**config.mk**
```make
export PLATFORM = sky130hd
export DESIGN_NAME = parallax_layers_flat
export DESIGN_NICKNAME = d
export VERILOG_FILES = /design/src/rtl/parallax_layers_if.sv /design/src/rtl/parallax_layers.sv /design/src/flat_wrapper.sv
export SDC_FILE = /design/constraint.sdc
export NUM_CORES = 1
export LEC_CHECK = 0
export CAP_MARGIN = 20
export CORE_MARGIN = 1.5
export CORE_UTILIZATION = 55
export CTS_BUF_LIST = sky130_fd_sc_hd__clkbuf_8
export CTS_CLUSTER_DIAMETER = 200
export DETAILED_ROUTE_END_ITERATION = 8
export PLACE_DENSITY_LB_ADDON = 0.12
export REMOVE_ABC_BUFFERS = 1
export SYNTH_ARGS = -nofsm -noshare
export SYNTH_HDL_FRONTEND = slang
export SYNTH_SLANG_ARGS = --single-unit
```
**constraint.sdc**
```tcl
create_clock -name clk -period 3.9 [get_ports clk]
set_clock_uncertainty 0.15 [all_clocks]
set_input_delay 0.585 -clock clk [delete_from_list [all_inputs] [get_ports clk]]
set_output_delay 0.585 -clock clk [all_outputs]
set_load 0.03 [all_outputs]
```
**src/rtl/parallax_layers_if.sv**
```systemverilog
// Raster-position inputs and colour/frame outputs shared by the sync generator and parallax_layers.
interface parallax_layers_if;
  logic [9:0] hpos;
  logic [9:0] vpos;
  logic       display_on;
  logic       pause;
  logic [2:0] rgb;
  logic [7:0] frame;

  modport master (output hpos, vpos, display_on, pause, input rgb, frame);
  modport slave  (input hpos, vpos, display_on, pause, output rgb, frame);
endinterface

```
**src/rtl/parallax_layers.sv**
```systemverilog
// Star-field LFSR layers behind random-walk mountain silhouettes inside a square window.
// Build option: define PARALLAX_TWINKLE_EN to XOR star colours with frame[4:2].
module parallax_layers #(
  parameter int STAR_LAYERS  = 3,
  parameter int MOUNT_LAYERS = 2,
  parameter int WIN_BITS     = 8
) (
  input  logic              clk,
  input  logic              reset,
  parallax_layers_if.slave  bus
);

  localparam logic [9:0] WIN_SIZE = 10'(1 << WIN_BITS);

  function automatic logic [15:0] star_mask(int k);
    case (k)
      0:       return 16'hD008;
      1:       return 16'h6000;
      2:       return 16'h3802;
      default: return 16'h1C80;
    endcase
  endfunction

  function automatic logic [7:0] lfsr8_step(logic [7:0] l);
    return l[0] ? ((l >> 1) ^ 8'hB8) : (l >> 1);
  endfunction

  // Height walks up when the LFSR's outgoing bit is 1, down otherwise.
  function automatic logic [9:0] height_step(logic [9:0] h, logic up);
    return up ? h + 10'd1 : h - 10'd1;
  endfunction

  logic        w_win;
  logic [2:0]  w_twinkle;
  logic [2:0]  w_pix;
  logic [2:0]  r_rgb;
  logic [7:0]  r_frame;

  logic [15:0] r_star      [STAR_LAYERS];
  logic [15:0] w_star_next [STAR_LAYERS];
  logic [2:0]  w_star_col  [STAR_LAYERS];

  logic [7:0]  r_sh_l [MOUNT_LAYERS];
  logic [9:0]  r_sh_h [MOUNT_LAYERS];
  logic [7:0]  r_wk_l [MOUNT_LAYERS];
  logic [9:0]  r_wk_h [MOUNT_LAYERS];
  logic [MOUNT_LAYERS-1:0] w_cover;

  assign w_win     = (bus.hpos < WIN_SIZE) && (bus.vpos < WIN_SIZE);
  assign bus.rgb   = r_rgb;
  assign bus.frame = r_frame;

`ifdef PARALLAX_TWINKLE_EN
  assign w_twinkle = r_frame[4:2];
`else
  assign w_twinkle = 3'b000;
`endif

  // Layer k is (16-k) bits wide in a 16-bit slot; upper bits stay zero after reset.
  genvar gi;
  generate
    for (gi = 0; gi < STAR_LAYERS; gi++) begin : g_star
      localparam int         WID   = 16 - gi;
      localparam logic [9:0] HMASK = 10'((1 << gi) - 1);
      logic w_step;
      assign w_step = w_win && ((bus.hpos & HMASK) == 10'd0);
      assign w_star_next[gi] = !w_step        ? r_star[gi] :
                               r_star[gi][0]  ? ((r_star[gi] >> 1) ^ star_mask(gi)) :
                                                (r_star[gi] >> 1);
      assign w_star_col[gi]  = (&r_star[gi][WID-1:7]) ? (r_star[gi][2:0] ^ w_twinkle) : 3'b000;
    end
    for (gi = 0; gi < MOUNT_LAYERS; gi++) begin : g_cover
      assign w_cover[gi] = w_win && (r_wk_h[gi] < bus.vpos);
    end
  endgenerate

  always_comb begin
    w_pix = 3'b000;
    for (int k = 0; k < STAR_LAYERS; k++)
      w_pix = w_pix | w_star_col[k];
    for (int m = 0; m < MOUNT_LAYERS; m++)
      if (w_cover[m]) w_pix = 3'(2 * (m + 1));
  end

  always_ff @(posedge clk or negedge reset) begin
    if (!reset) begin
      for (int k = 0; k < STAR_LAYERS; k++)
        r_star[k] <= 16'((32'd1 << (16 - k)) - 32'd1);
    end else begin
      for (int k = 0; k < STAR_LAYERS; k++)
        r_star[k] <= w_star_next[k];
    end
  end

  // Shadow pair advances m+1 times on the first row below the window; each row's
  // working pair restarts from it at the right window edge.
  always_ff @(posedge clk or negedge reset) begin
    if (!reset) begin
      for (int m = 0; m < MOUNT_LAYERS; m++) begin
        r_sh_l[m] <= 8'h60;
        r_sh_h[m] <= 10'(200 - 20 * m);
        r_wk_l[m] <= 8'h60;
        r_wk_h[m] <= 10'(200 - 20 * m);
      end
    end else begin
      for (int m = 0; m < MOUNT_LAYERS; m++) begin
        if ((bus.vpos == WIN_SIZE) && (bus.hpos <= 10'(m)) && !bus.pause) begin
          r_sh_l[m] <= lfsr8_step(r_sh_l[m]);
          r_sh_h[m] <= height_step(r_sh_h[m], r_sh_l[m][0]);
        end
        if (bus.hpos == WIN_SIZE) begin
          r_wk_l[m] <= r_sh_l[m];
          r_wk_h[m] <= r_sh_h[m];
        end else if (w_win) begin
          r_wk_l[m] <= lfsr8_step(r_wk_l[m]);
          r_wk_h[m] <= height_step(r_wk_h[m], r_wk_l[m][0]);
        end
      end
    end
  end

  always_ff @(posedge clk or negedge reset) begin
    if (!reset) begin
      r_rgb   <= 3'b000;
      r_frame <= 8'd0;
    end else begin
      r_rgb <= (bus.display_on && w_win) ? w_pix : 3'b000;
      if ((bus.hpos == 10'd0) && (bus.vpos == 10'd0) && !bus.pause)
        r_frame <= r_frame + 8'd1;
    end
  end

endmodule

```
**src/flat_wrapper.sv**
```systemverilog
// flat-port wrapper written by rule: the top's interface ports become plain ports
module parallax_layers_flat 
#(
  parameter int STAR_LAYERS  = 3,
  parameter int MOUNT_LAYERS = 2,
  parameter int WIN_BITS     = 8
)
  (clk, reset, bus_hpos, bus_vpos, bus_display_on, bus_pause, bus_rgb, bus_frame);
  parallax_layers_if bus_i ();
  input  logic clk;
  input  logic reset;
  input wire logic [$bits(bus_i.hpos)-1:0] bus_hpos;
  input wire logic [$bits(bus_i.vpos)-1:0] bus_vpos;
  input wire logic [$bits(bus_i.display_on)-1:0] bus_display_on;
  input wire logic [$bits(bus_i.pause)-1:0] bus_pause;
  output wire logic [$bits(bus_i.rgb)-1:0] bus_rgb;
  output wire logic [$bits(bus_i.frame)-1:0] bus_frame;
  assign bus_i.hpos = bus_hpos;
  assign bus_i.vpos = bus_vpos;
  assign bus_i.display_on = bus_display_on;
  assign bus_i.pause = bus_pause;
  assign bus_rgb = bus_i.rgb;
  assign bus_frame = bus_i.frame;
  parallax_layers #(.STAR_LAYERS(STAR_LAYERS), .MOUNT_LAYERS(MOUNT_LAYERS), .WIN_BITS(WIN_BITS)) u_core (.clk(clk), .reset(reset), .bus(bus_i));
endmodule
```
---- After elaboration in Yosys (flattened, before gate mapping) ----
Index checks and enable logic that the tools add are counted.
cells by class
  add/subtract/negate cells ............... 9
  $lt $le $gt $ge ......................... 6
  equal/unequal tests ..................... 2
  muxes and demuxes ....................... 25
  bitwise gates (word level) .............. 9
  reductions and logical operators ........ 21
operators with widths
  operator                                                     number
  two-way mux 10 bit                                           8
  two-way mux 8 bit                                            8
  adder 10 x 1 -> 10 bit, second input constant                4
  zero test 10 bit                                             4
  subtractor 10 x 1 -> 10 bit, second input constant           4
  inverter 3 -> 4 bit                                          6
  == test 10 x 9 -> 1 bit, second input constant               2
  <= comparator 10 x 1 -> 1 bit, second input constant         2
  less-than comparator 10 bit                                  2
  less-than comparator 10 x 9 -> 1 bit, second input constant  2
  two-way mux 3 bit                                            6
  two-way mux 16 bit                                           1
  two-way mux 15 bit                                           1
  two-way mux 14 bit                                           1
  logical AND 1 bit                                            12
  AND reduction 9 bit                                          1
  adder 8 x 1 -> 8 bit, second input constant                  1
  AND reduction 8 bit                                          1
  AND reduction 7 bit                                          1
  OR 3 bit                                                     2
  inverter 2 bit                                               1
  nonzero test 2 bit                                           1
  zero test 1 bit                                              1
storage, ports and cells
  bits in registers ....................... 129
  bits of input ports ..................... 24
  output and inout bits ................... 11
  logic and storage cells ................. 85

---- Depth between registers and ports, before layout ----
Gate-level depths: netlist of run 1.
  depth in word-level cells ............... 7
  gate-level depth with buffers ........... 10
  mapped depth without buffers ............ 8

---- Worst setup path before layout of run 1 ----
Ideal clock, no wire load.
  kind .................................... flip-flop to flip-flop
  from .................................... register u_core.r_sh_l[0] (netlist bit)
  to ...................................... register u_core.r_sh_h[9] (netlist bit)
  setup time .............................. 78 ps
  data arrival time ....................... 2392 ps
  data required time ...................... 3672 ps
  path slack .............................. 1280 ps
  cell stages (with the launch flop) ...... 9
  buffers on the path ..................... 1
  clock period less this slack ............ 2620 ps
  path through ............................ dfrtp_1 -> clkbuf_1 -> inv_1 -> ha_1 -> a2111o_1 -> o2111a_1 -> or3_1 -> a211oi_1 -> o21bai_1
on the way
  longest elaborated chain between the ends .. 1
ends and longest elaborated chain
  item                               line                    RTL
  from (decl)                        parallax_layers.sv:43   logic [7:0] r_sh_l [MOUNT_LAYERS];
  from (signal, indexed assignment)  parallax_layers.sv:108  r_sh_l[m] <= lfsr8_step(r_sh_l[m]);
  two-way mux 10 bit                 parallax_layers.sv:30   return up ? h + 10'd1 : h - 10'd1;
  to (signal, indexed assignment)    parallax_layers.sv:101  r_sh_h[m] <= 10'(200 - 20 * m);
  to (signal, indexed assignment)    parallax_layers.sv:109  r_sh_h[m] <= height_step(r_sh_h[m], r_sh_l[m][0]);
  to (decl)                          parallax_layers.sv:44   logic [9:0] r_sh_h [MOUNT_LAYERS];
No other way between the ends.
A chain may end at the register's enable or synchronous reset.

---- Worst setup path after layout of run 1 ----
  from .................................... register u_core.r_wk_l[0] (netlist bit)
  to ...................................... register u_core.r_wk_h[8] (netlist bit)
on the way
  longest elaborated chain between the ends .. 3
ends and longest elaborated chain
  item                               line                    RTL
  from (decl)                        parallax_layers.sv:45   logic [7:0] r_wk_l [MOUNT_LAYERS];
  from (signal, indexed assignment)  parallax_layers.sv:112  r_wk_l[m] <= r_sh_l[m];
  from (signal, indexed assignment)  parallax_layers.sv:115  r_wk_l[m] <= lfsr8_step(r_wk_l[m]);
  two-way mux 10 bit                 parallax_layers.sv:30
  two-way mux 10 bit                 parallax_layers.sv:114  end else if (w_win) begin
  two-way mux 10 bit                 parallax_layers.sv:111  if (bus.hpos == WIN_SIZE) begin
  to (signal, indexed assignment)    parallax_layers.sv:103  r_wk_h[m] <= 10'(200 - 20 * m);
  to (signal, indexed assignment)    parallax_layers.sv:113  r_wk_h[m] <= r_sh_h[m];
  to (signal, indexed assignment)    parallax_layers.sv:116  r_wk_h[m] <= height_step(r_wk_h[m], r_wk_l[m][0]);
  to (decl)                          parallax_layers.sv:46   logic [9:0] r_wk_h [MOUNT_LAYERS];
No other way between the ends. The select of a mux whose other input is x is not followed.

==> reports/qor.txt, run 1 <==
=====================================================================================
Maximum number of buffers from clock root to sink ......................            2
Setup WS post-layout ...................................................       838 ps
Nets ...................................................................          847
Period Utilization, post-route .........................................        78.5%
Global-route wire length before repair .................................     27200 um
GRT Total Usage ........................................................        24.1%
Setup violations, final ................................................            0
Total global routing overflow ..........................................            0
Number of slew-limit violations in the final report ....................            0
Total setup buffers inserted after CTS .................................            0
TritonCTS clock tree ...................................................        built
Antenna Cells ..........................................................            0
Worst Hold Margin ......................................................      81.0 ps
Sequential element share of the synthesized area .......................        44.3%
Antenna-violating nets left ............................................            0
FF+latch count, synth ..................................................          128
Starting utilization of the core area ..................................        56.3%
Rel. slew slack ........................................................        45.6%
Count of routing violations after the opening detailed-route iteration .          348
Layout cell share with drive strength beyond 1 .........................        19.5%
Fin crit period ........................................................      3060 ps
Worst path cell trace .................................................. inv_1, fa_1, a21oi_1, o21ai_0, a2111oi_0, o21ai_0, o41a_1, o21ai_0
Most common cell on crit path .......................................... sky130_fd_sc_hd__o21ai_0
Vias in the first global route .........................................         5584
Category of the worst setup path capture point .........................     register
Total negative setup slack .............................................         0 ps
Post-Route Utilization .................................................        63.5%
Cell type with the highest aggregate area in the netlist ............... sky130_fd_sc_hd__dfstp_2
Critical path's largest stage delay ....................................       720 ps
Number of distinct library cells after synthesis .......................           61
TritonRoute pass-1 iters ...............................................            6
Area share of the largest cell type after synthesis ....................        23.7%
Top post-synthesis cells by area ....................................... sky130_fd_sc_hd__dfstp_2 (24%), sky130_fd_sc_hd__dfrtp_1 (21%), sky130_fd_sc_hd__ha_1 (8.6%), sky130_fd_sc_hd__nand2_1 (4.7%), sky130_fd_sc_hd__mux2_2 (4.5%)
Final number of hold-violating endpoints ...............................            0
Clock insertion delay at the later pin of the skew report ..............       440 ps
HP Class ...............................................................  in -> async
Storage cell area ......................................................  0.00329 mm2
DIE HEIGHT .............................................................       119 um
Die span in x ..........................................................       119 um
Row count ..............................................................           42
Clock buffers created by TritonCTS .....................................           17
Top post-synthesis cells by count ...................................... sky130_fd_sc_hd__nand2_1 (93), sky130_fd_sc_hd__dfstp_2 (67), sky130_fd_sc_hd__dfrtp_1 (61), sky130_fd_sc_hd__ha_1 (51), sky130_fd_sc_hd__nor2_1 (51)
Category of the critical setup timing path .............................   reg -> reg
Instance count on the critical path ....................................            8
Mean number of vias per cell ...........................................         5.85
Maximum vdd ir drop ....................................................     0.410 mV
Worst-path clk slew ....................................................        80 ps
Post-synth EDFFs .......................................................            0
Top fanout value on the critical path ..................................           12
Footprint of the multi-input gates .....................................  0.00393 mm2
Buffers & Inverters on Critical Path ...................................            1
Clock H-tree levels ....................................................            4
Die Outline Area .......................................................   0.0142 mm2
YS warnings ............................................................            0
Critical Path AT .......................................................      3270 ps
DRC errors left ........................................................            0
Layout Area Growth over Synthesis ......................................        12.8%
Resize count post-CTS ..................................................            0
Required arrival time at the worst endpoint ............................      4110 ps
Synth Cell Area ........................................................  0.00743 mm2
Run status ............................................................. finished, final reports clean
Routed wire length per instance ........................................      16.5 um
Number of antenna violations at the first check in global routing ......            0
Transition at the pin with the smallest max-transition slack ...........       816 ps
Synthesized instance count .............................................          735
Worst r2r path cells ...................................................            8
Port Buf Inserts .......................................................           34
Post-placement setup slack .............................................       681 ps
Post-DP HPWL ...........................................................     11300 um
Maximum achievable frequency ...........................................      327 MHz
Count of filler cells inserted in the layout ...........................         1061
RD Place Congestion ....................................................        0.880
Ports placed on the boundary ...........................................           35
Main flop type after synthesis ......................................... sky130_fd_sc_hd__dfstp_2
CTS sink cnt ...........................................................          128
Share of flip-flops with an asynchronous set or reset after synthesis ..         100%
Core area ..............................................................   0.0132 mm2
Setup crit start kind ..................................................     register
P per Cell Area ........................................................   573 mW/mm2
Most instantiated library cell after synthesis ......................... sky130_fd_sc_hd__nand2_1
Crit-path slowest cell ................................................. sky130_fd_sc_hd__a2111oi_0
CP delay by family, top ................................................ compound AO/OA/AOI/OAI gates
Synthesized area per cell ..............................................     10.1 um2
Number of max-capacitance violations reported ..........................            0
Lkg Pwr ................................................................      3.66 nW
Via Count ..............................................................         5602
Total length of routed wires ...........................................     15800 um
Unrepaired setup endpoints after global routing ........................        false
Cell at the root of the clock tree ..................................... sky130_fd_sc_hd__clkbuf_8
Number of buffers added to fix hold violations after cts ...............            0
Pin count of the biggest net entering global routing ...................           68
=====================================================================================
[worst reg2reg max path: stages, from the launching register on]
cell,delay [ps]
sky130_fd_sc_hd__dfrtp_1,500
sky130_fd_sc_hd__inv_1,290
sky130_fd_sc_hd__fa_1,490
sky130_fd_sc_hd__a21oi_1,150
sky130_fd_sc_hd__o21ai_0,190
sky130_fd_sc_hd__a2111oi_0,720
sky130_fd_sc_hd__o21ai_0,190
sky130_fd_sc_hd__o41a_1,140
sky130_fd_sc_hd__o21ai_0,160
[sequential cells by signal, summed over array words and instances (netlist names)]
name,flops
u_core.r_sh_h,20
u_core.r_wk_h,20
u_core.bus.rgb,3
u_core.r_wk_l,16
u_core.r_star,45
u_core.bus.frame,8
u_core.r_sh_l,16
[metrics by stage]
stage | power, W | area [um2] | std cells
after floorplan | 0.00316 | 7300 | 705
after global placement | 0.00348 | 7950 | 925
after detailed placement | 0.00357 | 7950 | 925
after CTS | 0.00480 | 8370 | 957
after global routing | 0.00515 | 8370 | 957
final | 0.00480 | 8370 | 957
[power by group]
part | switching (W) | internal [W]
clock | 0.000543 | 0.000668
combinational | 0.000947 | 0.000817
sequential | 0.000214 | 0.00161
[final timing paths]
path                                               start                         endpoint  slack (ps)
min in group clk           u_core.r_star[37]$_DFFE_PN1P_    u_core.r_star[37]$_DFFE_PN1P_         310
hold reg to reg            u_core.r_star[37]$_DFFE_PN1P_    u_core.r_star[37]$_DFFE_PN1P_         310
setup reg to reg            u_core.r_wk_l[0]$_DFFE_PN0P_     u_core.r_wk_h[8]$_DFFE_PN0P_         840
setup / recovery            u_core.r_wk_l[0]$_DFFE_PN0P_     u_core.r_wk_h[8]$_DFFE_PN0P_         840
max in group asynchronous                          reset    u_core.r_sh_h[16]$_DFFE_PN1P_        2680
hold / removal                                     reset  u_core.bus.frame[7]$_DFFE_PN0P_          80
[layer usage]
layer | vias to the layer above | GRT usage [%] | routed length (um)
met4 | 0 | 7.83 | 265
li1 | 2720 | - | -
met1 | 2745 | 31.3 | 7100
met2 | 114 | 40.0 | 7790
met5 | - | 0 | 0
met3 | 23 | 5.46 | 603
[kinds of logic after synthesis]
group / Yosys count / synth area share (%)
flops: 128 / 44.3
compound gates: 181 / 15.6
mux: 43 / 6.42
fa+ha+maj: 55 / 9.67
xor+xnor: 52 / 6.13
buf+inv: 54 / 2.91
simple gates: 222 / 15.0
[cell type report]
cell class | count | share of cell area, %
timing repair buffer | 44 | 5.08
clock inverter | 13 | 1.91
sequential | 128 | 39.2
tap | 176 | 2.63
multi-input combinational | 553 | 46.9
clock buffer | 19 | 3.12
inverter | 24 | 1.08
[cell usage in the layout (no fill, tap or decap), drive strengths merged, types with 4 or more instances in the layout]
master         count
clkbuf            19
a221o             10
o21ai             53
nand2             94
mux2              37
nor2              53
a21o              11
nand4             19
o211ai             6
inv               29
fa                 4
mux2i              6
ha                51
xor2              16
xnor2             36
nand3             11
a21oi             50
dfrtp             61
dfstp             67
nor4               4
a22oi             12
clkdlybuf4s50     33
or3                5
a211oi            10
nand2b             6
nor2b              4
buf               11
o21bai             4
nor3              12
(Power assumes the default switching activity.)
==> run 2, diff against run 1 <==
==> constraint.sdc (replaced) <==
create_clock -name clk -period 2.7 [get_ports clk]
set_clock_uncertainty 0.15 [all_clocks]
set_input_delay 0.405 -clock clk [delete_from_list [all_inputs] [get_ports clk]]
set_output_delay 0.405 -clock clk [all_outputs]
set_load 0.03 [all_outputs]
==> run 2 against run 1 <==
- routed wire length decreased by 0.27%
- critical path type unchanged
- core utilization up 1.4 points
- die area unchanged
==> reports/qor.txt, run 2 (same netlist as run 1, synthesis figures left out) <==
=====================================================================================
Category of the critical setup timing path .............................   reg -> reg
Maximum vdd ir drop ....................................................     0.552 mV   +35%
Flip-flop count of the largest register after layout ...................           45   unchanged
Required arrival time at the worst endpoint ............................      2890 ps   -1220 ps
Commonest cells after routing, fill and taps aside ..................... sky130_fd_sc_hd__nand2_1 (93), sky130_fd_sc_hd__dfstp_2 (67), sky130_fd_sc_hd__dfrtp_1 (61)
Buffers & Inverters on Critical Path ...................................            2   +1
Maximum number of buffers from clock root to sink ......................            2   unchanged
Die span in x ..........................................................       119 um   unchanged
Cell at the root of the clock tree ..................................... sky130_fd_sc_hd__clkbuf_8
Transition at the pin with the smallest max-transition slack ...........       718 ps   -98.1 ps
Total global routing overflow ..........................................            0   unchanged
Mean number of vias per cell ...........................................         5.73   -2.2%
Count of routing violations after the opening detailed-route iteration .          251   -28%
DIE HEIGHT .............................................................       119 um   unchanged
Register with the highest flop count ................................... u_core.r_star
Worst-path clk slew ....................................................        70 ps   about the same
Global-route wire length before repair .................................     26900 um   -1.2%
TritonRoute pass-1 iters ...............................................            5   -1
Via Count ..............................................................         5623   +0.37%
Clock buffers created by TritonCTS .....................................           17   unchanged
Total placed cells including tap cells .................................          949   +2.6%
Top Registers .......................................................... u_core.r_star (45), u_core.r_sh_h (20), u_core.r_wk_h (20)
Run status ............................................................. finished, final reports clean
Clock insertion delay at the later pin of the skew report ..............       460 ps   +20 ps
Count of filler cells inserted in the layout ...........................         1068   +0.66%
Category of the worst setup path capture point .........................     register
Unrepaired setup endpoints after global routing ........................        false
Routed wire length per instance ........................................      16.0 um   -2.8%
Layout cell share with drive strength beyond 1 .........................        22.6%   +3.1 points
Fin crit period ........................................................      2530 ps   -528 ps
Layout Area Growth over Synthesis ......................................        15.2%
Critical path's largest stage delay ....................................       420 ps   -300 ps
Worst path cell trace .................................................. inv_1, buf_4, ha_1, nand4_1, nor3_1, nor2_1, nor4b_1, or3_1, o311ai_0
Critical Path AT .......................................................      2730 ps   -540 ps
Crit-path slowest cell ................................................. sky130_fd_sc_hd__ha_1
Non-filler cells in the finished layout ................................          982   +2.6%
Setup crit start kind ..................................................     register
Final number of hold-violating endpoints ...............................            0   unchanged
Total setup buffers inserted after CTS .................................            0   unchanged
HP Class ...............................................................  in -> async
Lkg Pwr ................................................................      3.77 nW   +2.9%
Post-layout total power ................................................    0.00685 W   +43%
Post-DP HPWL ...........................................................     11700 um   +3.2%
Maximum achievable frequency ...........................................      395 MHz   +21%
Total length of routed wires ...........................................     15700 um   -0.27%
Clock H-tree levels ....................................................            4   unchanged
Instance count on the critical path ....................................            9   +1
Top fanout value on the critical path ..................................            7   -5
Ports placed on the boundary ...........................................           35   unchanged
CTS sink cnt ...........................................................          128   unchanged
Row count ..............................................................           42   unchanged
Antenna-violating nets left ............................................            0   unchanged
Rel. slew slack ........................................................        52.0%   +6.4 points
Period Utilization, post-route .........................................        93.9%   +15 points
CP delay by family, top ................................................ simple AND/OR/NAND/NOR gates
Port Buf Inserts .......................................................           34   unchanged
Core area ..............................................................   0.0132 mm2   unchanged
Nets ...................................................................          872   +3.0%
Worst r2r path cells ...................................................            9   +1
P per Cell Area ........................................................   800 mW/mm2   +40%
Starting utilization of the core area ..................................        56.3%   unchanged
Antenna Cells ..........................................................            0   unchanged
Die Outline Area .......................................................   0.0142 mm2   unchanged
Number of antenna violations at the first check in global routing ......            0   unchanged
Setup violations, final ................................................            0   unchanged
Number of slew-limit violations in the final report ....................            0   unchanged
Pin count of the biggest net entering global routing ...................           74   +8.8%
Most frequent standard cell in the layout excluding fill and tap cells . sky130_fd_sc_hd__nand2_1
TritonCTS clock tree ...................................................        built
Vias in the first global route .........................................         5637   +0.95%
RD Place Congestion ....................................................        0.859   -2.5%
GRT Total Usage ........................................................        23.9%   -0.21 points
Number of max-capacitance violations reported ..........................            0   unchanged
DRC errors left ........................................................            0   unchanged
=====================================================================================
run 2: changes by cell type in the layout (fill, tap and decap cells not counted), moves of 2 or more:
| cell | previous run | this run |
|---|---|---|
| sky130_fd_sc_hd__buf_4 | 10 | 33 |
| sky130_fd_sc_hd__bufinv_16 | 3 | 1 |
| sky130_fd_sc_hd__inv_1 | 25 | 23 |
| sky130_fd_sc_hd__clkinvlp_4 | 2 | 4 |
| sky130_fd_sc_hd__a2111oi_2 | 0 | 2 |
run 2: final timing paths:
path                                               start                         endpoint  slack, ps
setup / recovery            u_core.r_wk_l[0]$_DFFE_PN0P_     u_core.r_wk_h[9]$_DFFE_PN0P_        170
hold / removal                                     reset  u_core.bus.frame[6]$_DFFE_PN0P_        250
setup reg to reg            u_core.r_wk_l[0]$_DFFE_PN0P_     u_core.r_wk_h[9]$_DFFE_PN0P_        170
hold reg to reg            u_core.r_star[37]$_DFFE_PN1P_    u_core.r_star[36]$_DFFE_PN1P_        300
max in group asynchronous                          reset    u_core.r_sh_l[14]$_DFFE_PN1P_       1410
min in group clk           u_core.r_star[37]$_DFFE_PN1P_    u_core.r_star[36]$_DFFE_PN1P_        300
run 2: timing repair:
item,4_1_cts,5_1_grt
hold buffers,1,0
resized for setup,0,8
hold endpoints to repair,27,0
endpoints found under the setup margin,0,4
run 2: cell type report:
class                           count  area, um2  area share (%)
Multi-Input combinational cell    553       3950            46.2
Inverter                           24       97.6            1.14
Tap cell                          176        220            2.57
Clock buffer                       19        262            3.06
Timing Repair Buffer               69        628            7.34
Clock inverter                     13        111            1.30
Sequential cell                   128       3290            38.4
run 2: per-layer routing:
layer,global-route usage (%),vias up,share of wire (%)
li1,-,2754,-
met1,30.4,2749,46
met2,40.9,95,49
met3,5.08,25,3.0
met4,7.38,0,1.8
met5,0,-,0
run 2: power breakdown:
group | switching (W) | leakage (nW) | internal (W)
registers | 0.000288 | 1.51 | 0.00232
logic | 0.00143 | 2.06 | 0.00126
clock network | 0.000775 | 0.195 | 0.000774
total | 0.00249 | 3.77 | 0.00435
run 2: per-stage QoR:
stage	util [%]	hold WS, ps	instance area (um2)	setup WS (ps)	setup TNS (ps)
2_1_floorplan	-	-40.6	7300	-2920	-107980
3_3_place_gp	61.8	183	8150	10.2	0
3_5_place_dp	61.8	190	8150	-22.6	-35.7
4_1_cts	64.7	247	8530	137	0
5_1_grt	64.9	274	8560	15.8	0
6_report	64.9	254	8560	166	0
